===== config.mk =====
export PLATFORM = sky130hd
export DESIGN_NAME = prio_encoder_8to3
export DESIGN_NICKNAME = d
export VERILOG_FILES = /design/src/rtl/prio_encoder_8to3_pkg.sv /design/src/rtl/prio_encoder_8to3_pick.sv /design/src/rtl/prio_encoder_8to3.sv
export SDC_FILE = /design/constraint.sdc
export NUM_CORES = 1
export LEC_CHECK = 0
export ABC_AREA = 1
export ABC_CLOCK_PERIOD_IN_PS = 1520
export CORE_UTILIZATION = 40
export CTS_CLUSTER_SIZE = 16
export DETAILED_ROUTE_END_ITERATION = 10
export DONT_BUFFER_PORTS = 1
export PLACE_DENSITY = 0.64
export SLEW_MARGIN = 40
export SYNTH_ARGS = -nofsm -noshare
export SYNTH_HDL_FRONTEND = slang
export SYNTH_SLANG_ARGS = --single-unit

===== constraint.sdc =====
create_clock -name clk -period 1.52 [get_ports clk]
set_clock_uncertainty 0.05 [all_clocks]
set_input_delay 0.304 -clock clk [delete_from_list [all_inputs] [get_ports clk]]
set_output_delay 0.304 -clock clk [all_outputs]
set_load 0.01 [all_outputs]

===== src/rtl/prio_encoder_8to3_pkg.sv =====
// Shared widths and the bit-index to code mapping used by the 8-to-3 encoder
// and its matching 3-to-8 decoder.
package prio_encoder_8to3_pkg;

  localparam int unsigned CODE_W = 3;
  localparam int unsigned REQ_W  = 8;

  // Request line i maps to code 7 - i (inverse of the decoder's code-to-line map).
  function automatic logic [CODE_W-1:0] bit_to_code(input logic [CODE_W-1:0] idx);
    return CODE_W'(REQ_W - 1) - idx;
  endfunction

endpackage


===== src/rtl/prio_encoder_8to3_pick.sv =====
// Combinational priority pick over the pending vector; LOW_FIRST selects
// whether bit 0 or bit 7 wins.
module prio_pick8
  import prio_encoder_8to3_pkg::*;
#(
  parameter bit LOW_FIRST = 1'b0
) (
  input  logic [REQ_W-1:0]  pending,
  output logic [CODE_W-1:0] idx_c,
  output logic              any_c
);

  // Scan toward the winning end so the last hit is the highest-priority bit.
  always_comb begin
    idx_c = '0;
    any_c = |pending;
    if (LOW_FIRST) begin
      for (int i = int'(REQ_W) - 1; i >= 0; i--) begin
        if (pending[i]) begin
          idx_c = CODE_W'(i);
        end
      end
    end else begin
      for (int i = 0; i < int'(REQ_W); i++) begin
        if (pending[i]) begin
          idx_c = CODE_W'(i);
        end
      end
    end
  end

endmodule


===== src/rtl/prio_encoder_8to3.sv =====
// Registered 8-to-3 priority encoder with sticky request capture and a
// valid/ready output slot. Optional overflow flag under PRIO_ENC_OVF_EN.
module prio_encoder_8to3
  import prio_encoder_8to3_pkg::*;
#(
  parameter bit LOW_FIRST = 1'b0
) (
  input  logic              clk,
  input  logic              rst_n,
  input  logic              en_n,
  input  logic [REQ_W-1:0]  req,
  input  logic              ready,
`ifdef PRIO_ENC_OVF_EN
  input  logic              ovf_clr,
  output logic              ovf,
`endif
  output logic [CODE_W-1:0] code,
  output logic              valid,
  output logic [REQ_W-1:0]  pending
);

  logic [CODE_W-1:0] pick_idx_c;
  logic              pick_any_c;
  logic              slot_free_c;
  logic              load_c;
  logic [REQ_W-1:0]  issue_mask_c;
  logic [REQ_W-1:0]  pending_nxt_c;

  prio_pick8 #(
    .LOW_FIRST (LOW_FIRST)
  ) u_pick (
    .pending (pending),
    .idx_c   (pick_idx_c),
    .any_c   (pick_any_c)
  );

  // Slot/issue decode; new requests are OR'd in after the clear so they win.
  always_comb begin
    slot_free_c   = 1'b0;
    load_c        = 1'b0;
    issue_mask_c  = '0;
    pending_nxt_c = pending;
    slot_free_c   = !valid || ready;
    load_c        = slot_free_c && !en_n && pick_any_c;
    if (load_c) begin
      issue_mask_c = REQ_W'(1) << pick_idx_c;
    end
    if (!en_n) begin
      pending_nxt_c = (pending & ~issue_mask_c) | req;
    end
  end

  always_ff @(posedge clk or negedge rst_n) begin
    if (!rst_n) begin
      pending <= '0;
    end else begin
      pending <= pending_nxt_c;
    end
  end

  // Output slot: load on a free slot with work, drop valid on a free idle slot.
  always_ff @(posedge clk or negedge rst_n) begin
    if (!rst_n) begin
      code  <= '0;
      valid <= 1'b0;
    end else if (slot_free_c) begin
      if (load_c) begin
        code  <= bit_to_code(pick_idx_c);
        valid <= 1'b1;
      end else begin
        valid <= 1'b0;
      end
    end
  end

`ifdef PRIO_ENC_OVF_EN
  logic ovf_set_c;

  // A request landing on an already-pending bit that is not leaving this edge is lost.
  always_comb begin
    ovf_set_c = 1'b0;
    ovf_set_c = !en_n && (|(req & pending & ~issue_mask_c));
  end

  always_ff @(posedge clk or negedge rst_n) begin
    if (!rst_n) begin
      ovf <= 1'b0;
    end else if (ovf_set_c) begin
      ovf <= 1'b1;
    end else if (ovf_clr) begin
      ovf <= 1'b0;
    end
  end
`endif

endmodule


==> results.ini <==
[clock_tree]
cts_post_setup_buffers_inserted = 0
numCtsBuffers = 3
htree_num_levels = 1
cts.reportedPaths.clkPinSlew_ns = 0.07
cts_buffer_depth = 2
clock_latency_ns = 0.27
cts_sinks = 12
cts_tree = built
cts-root-buf = clkbuf_4

[logic_synthesis]
synth_cell_types = 14
syn_inst = 79
netlist_area_um2 = 598
synth_nets = 91
yosys_warnings = 0
avgSynthCellArea_um2 = 7.57
ys_seq_elements = 12
synth_seq_area_share = 0.502

[die]
num_io_pins = 24
core_um2 = 1350
die_w_um = 40.7
rows = 13
die_h_um = 40.7
dieArea_um2 = 1650
start_util = 0.443

[drt]
wl_per_cell_um = 11.9
via_count = 484
finalWirelength_um = 1170
vias_per_cell = 4.94
drcViolationCount = 0
first_iter_violations = 3
first_pass_iters = 3
ant_nets = 0

[worst_setup_path]
crit_chain = a21oi_2 -> inv_1 -> nor2_4 -> nand2_2 -> o21ai_1 -> nand2_1
cp-end-kind = register
critPathKind = reg -> reg
ff2ff_setup_slack_ns = 0.21
cp_slowest_stage_delay_ns = 0.45
path_max_fanout = 4
cp_slowest_cell = dfrtp_1
cp.required_ns = 1.63
regToRegEndpoint = pending[4]$_DFFE_PN0N_
start_kind = register
r2r_cells = 6
cp_data_arrival_time_ns = 1.42
r2r-start = valid$_DFFE_PN0N_

[global_routing]
grt_pass1_wl_um = 1900
grt_pass1_vias = 474
gr-total-overflow = 0
grt_antenna_before_repair = 0
grt_usage = 0.180
grt_max_degree = 13

[outcome]
status = finished, final reports clean

[sta]
tightest_slew_ns = 0.535
relSlewSlack = 0.642
fmax_mhz = 764
fin_crit_sh = 0.862
fin_setup_tns_ns = 0
setup_viol = 0
timing.hold.ws_ns = 0.0933
period_minus_slack_ns = 1.31
rsz0062_at_grt = false
drv_slew = 0
hold_viol_final = 0

[min_path]
min_to = pending[6]$_DFFE_PN0N_
whs_path_depth = 2
hp-start = req[6]
hp-class = in -> reg

[power_and_ir_drop]
leakage_nw = 0.324
power.density_nw_per_um2 = 1040
peakVddDrop_v = 0.000519

[cells_and_area]
fillCellCount = 142
num_antenna_cells = 0
drive_gt1_frac = 0.193
syn_to_final_growth_pct = 8.58
utilization = 0.481
fin_nets = 97

[placement]
globalplace.congestion = 0.891
dpl.hpwl_um = 910
io_buffers = 0

[run]
cap_violations = 0

## timing repair
| action | in CTS | in global routing |
|---|---|---|
| hold buffers | 1 | 0 |
| gates resized for setup | 0 | 0 |
| hold endpoints to repair | 12 | 0 |
## layout by cell type, fill, tap and decap left out
cell	synthesis	layout
nand2_1	32	32
dfrtp_1	12	12
nor2_2	3	3
o21ai_1	4	4
inv_2	4	4
a21oi_2	1	1
nor2_1	5	5
dlygate4sd3_1	0	1
nor2_4	1	1
nand4_1	1	1
inv_1	7	7
o21ai_0	1	1
nand2_2	4	4
clkbuf_4	0	3
o21bai_1	1	1
nand3_1	3	3
## critical path: cells and delay by family, from the launching register on
family | cells | cell delay [ns]
compound gates | 2 | 0.31
simple gates | 3 | 0.31
buf+inv | 1 | 0.08
flops | 1 | 0.45
## sequential cells by signal, summed over array words and instances, names as in the netlist
| signal | flops |
|---|---|
| code | 3 |
| pending | 8 |
| valid | 1 |
## power by group
group / total (mW) / internal (mW) / switching (mW)
clock: 0.190 / 0.0918 / 0.0986
sequential: 0.384 / 0.346 / 0.0384
combinational: 0.0980 / 0.0316 / 0.0664
total: 0.673 / 0.469 / 0.203
## layer usage
metal / track usage / share of wire / vias to the layer above
met3: 0.0870 / 0.084 / 3
met1: 0.183 / 0.45 / 213
li1: - / - / 250
met2: 0.306 / 0.45 / 18
met5: 0 / 0 / -
met4: 0.0833 / 0.016 / 0
## synth_stat cells, drive strengths merged
cell,number,area (um2)
inv,11,41.3
a21oi,1,8.76
o21bai,1,7.51
o21ai,5,25.0
nand3,3,15.0
dfrtp,12,300
nand4,1,6.26
nand2,36,145
nor2,9,48.8
## per-stage QoR
step	instance area (um2)	instances	total power [mW]	setup slack (ns)
floorplan	598	79	0.462	0.339
global placement	617	94	0.478	0.214
detailed placement	617	94	0.481	0.212
CTS	649	98	0.683	0.200
global route	649	98	0.716	0.0780
finish	649	98	0.673	0.210
## cells by family after synthesis
family	Yosys count	synth area share
flops	12	0.502
compound gates	7	0.0690
buf+inv	11	0.0690
simple gates	49	0.360
## layout make-up
| class | count | area [um2] | share of cell area |
|---|---|---|---|
| Sequential cell | 12 | 300 | 0.462 |
| Inverter | 11 | 41.3 | 0.0636 |
| Multi-Input combinational cell | 56 | 256 | 0.395 |
| Clock buffer | 3 | 22.5 | 0.0347 |
| Tap cell | 15 | 18.8 | 0.0289 |
| Timing Repair Buffer | 1 | 10.0 | 0.0154 |
## worst max-delay path by stage
stage,start,end,slack (ns)
after floorplan,pending[2]$_DFFE_PN0N_,pending[0]$_DFFE_PN0N_,0.34
after global placement,valid$_DFFE_PN0N_,pending[4]$_DFFE_PN0N_,0.21
after detailed placement,valid$_DFFE_PN0N_,pending[1]$_DFFE_PN0N_,0.21
after CTS,valid$_DFFE_PN0N_,pending[4]$_DFFE_PN0N_,0.20
after global routing,valid$_DFFE_PN0N_,pending[6]$_DFFE_PN0N_,0.08
final,valid$_DFFE_PN0N_,pending[4]$_DFFE_PN0N_,0.21
No activity file was read; power rests on OpenSTA's default activity.
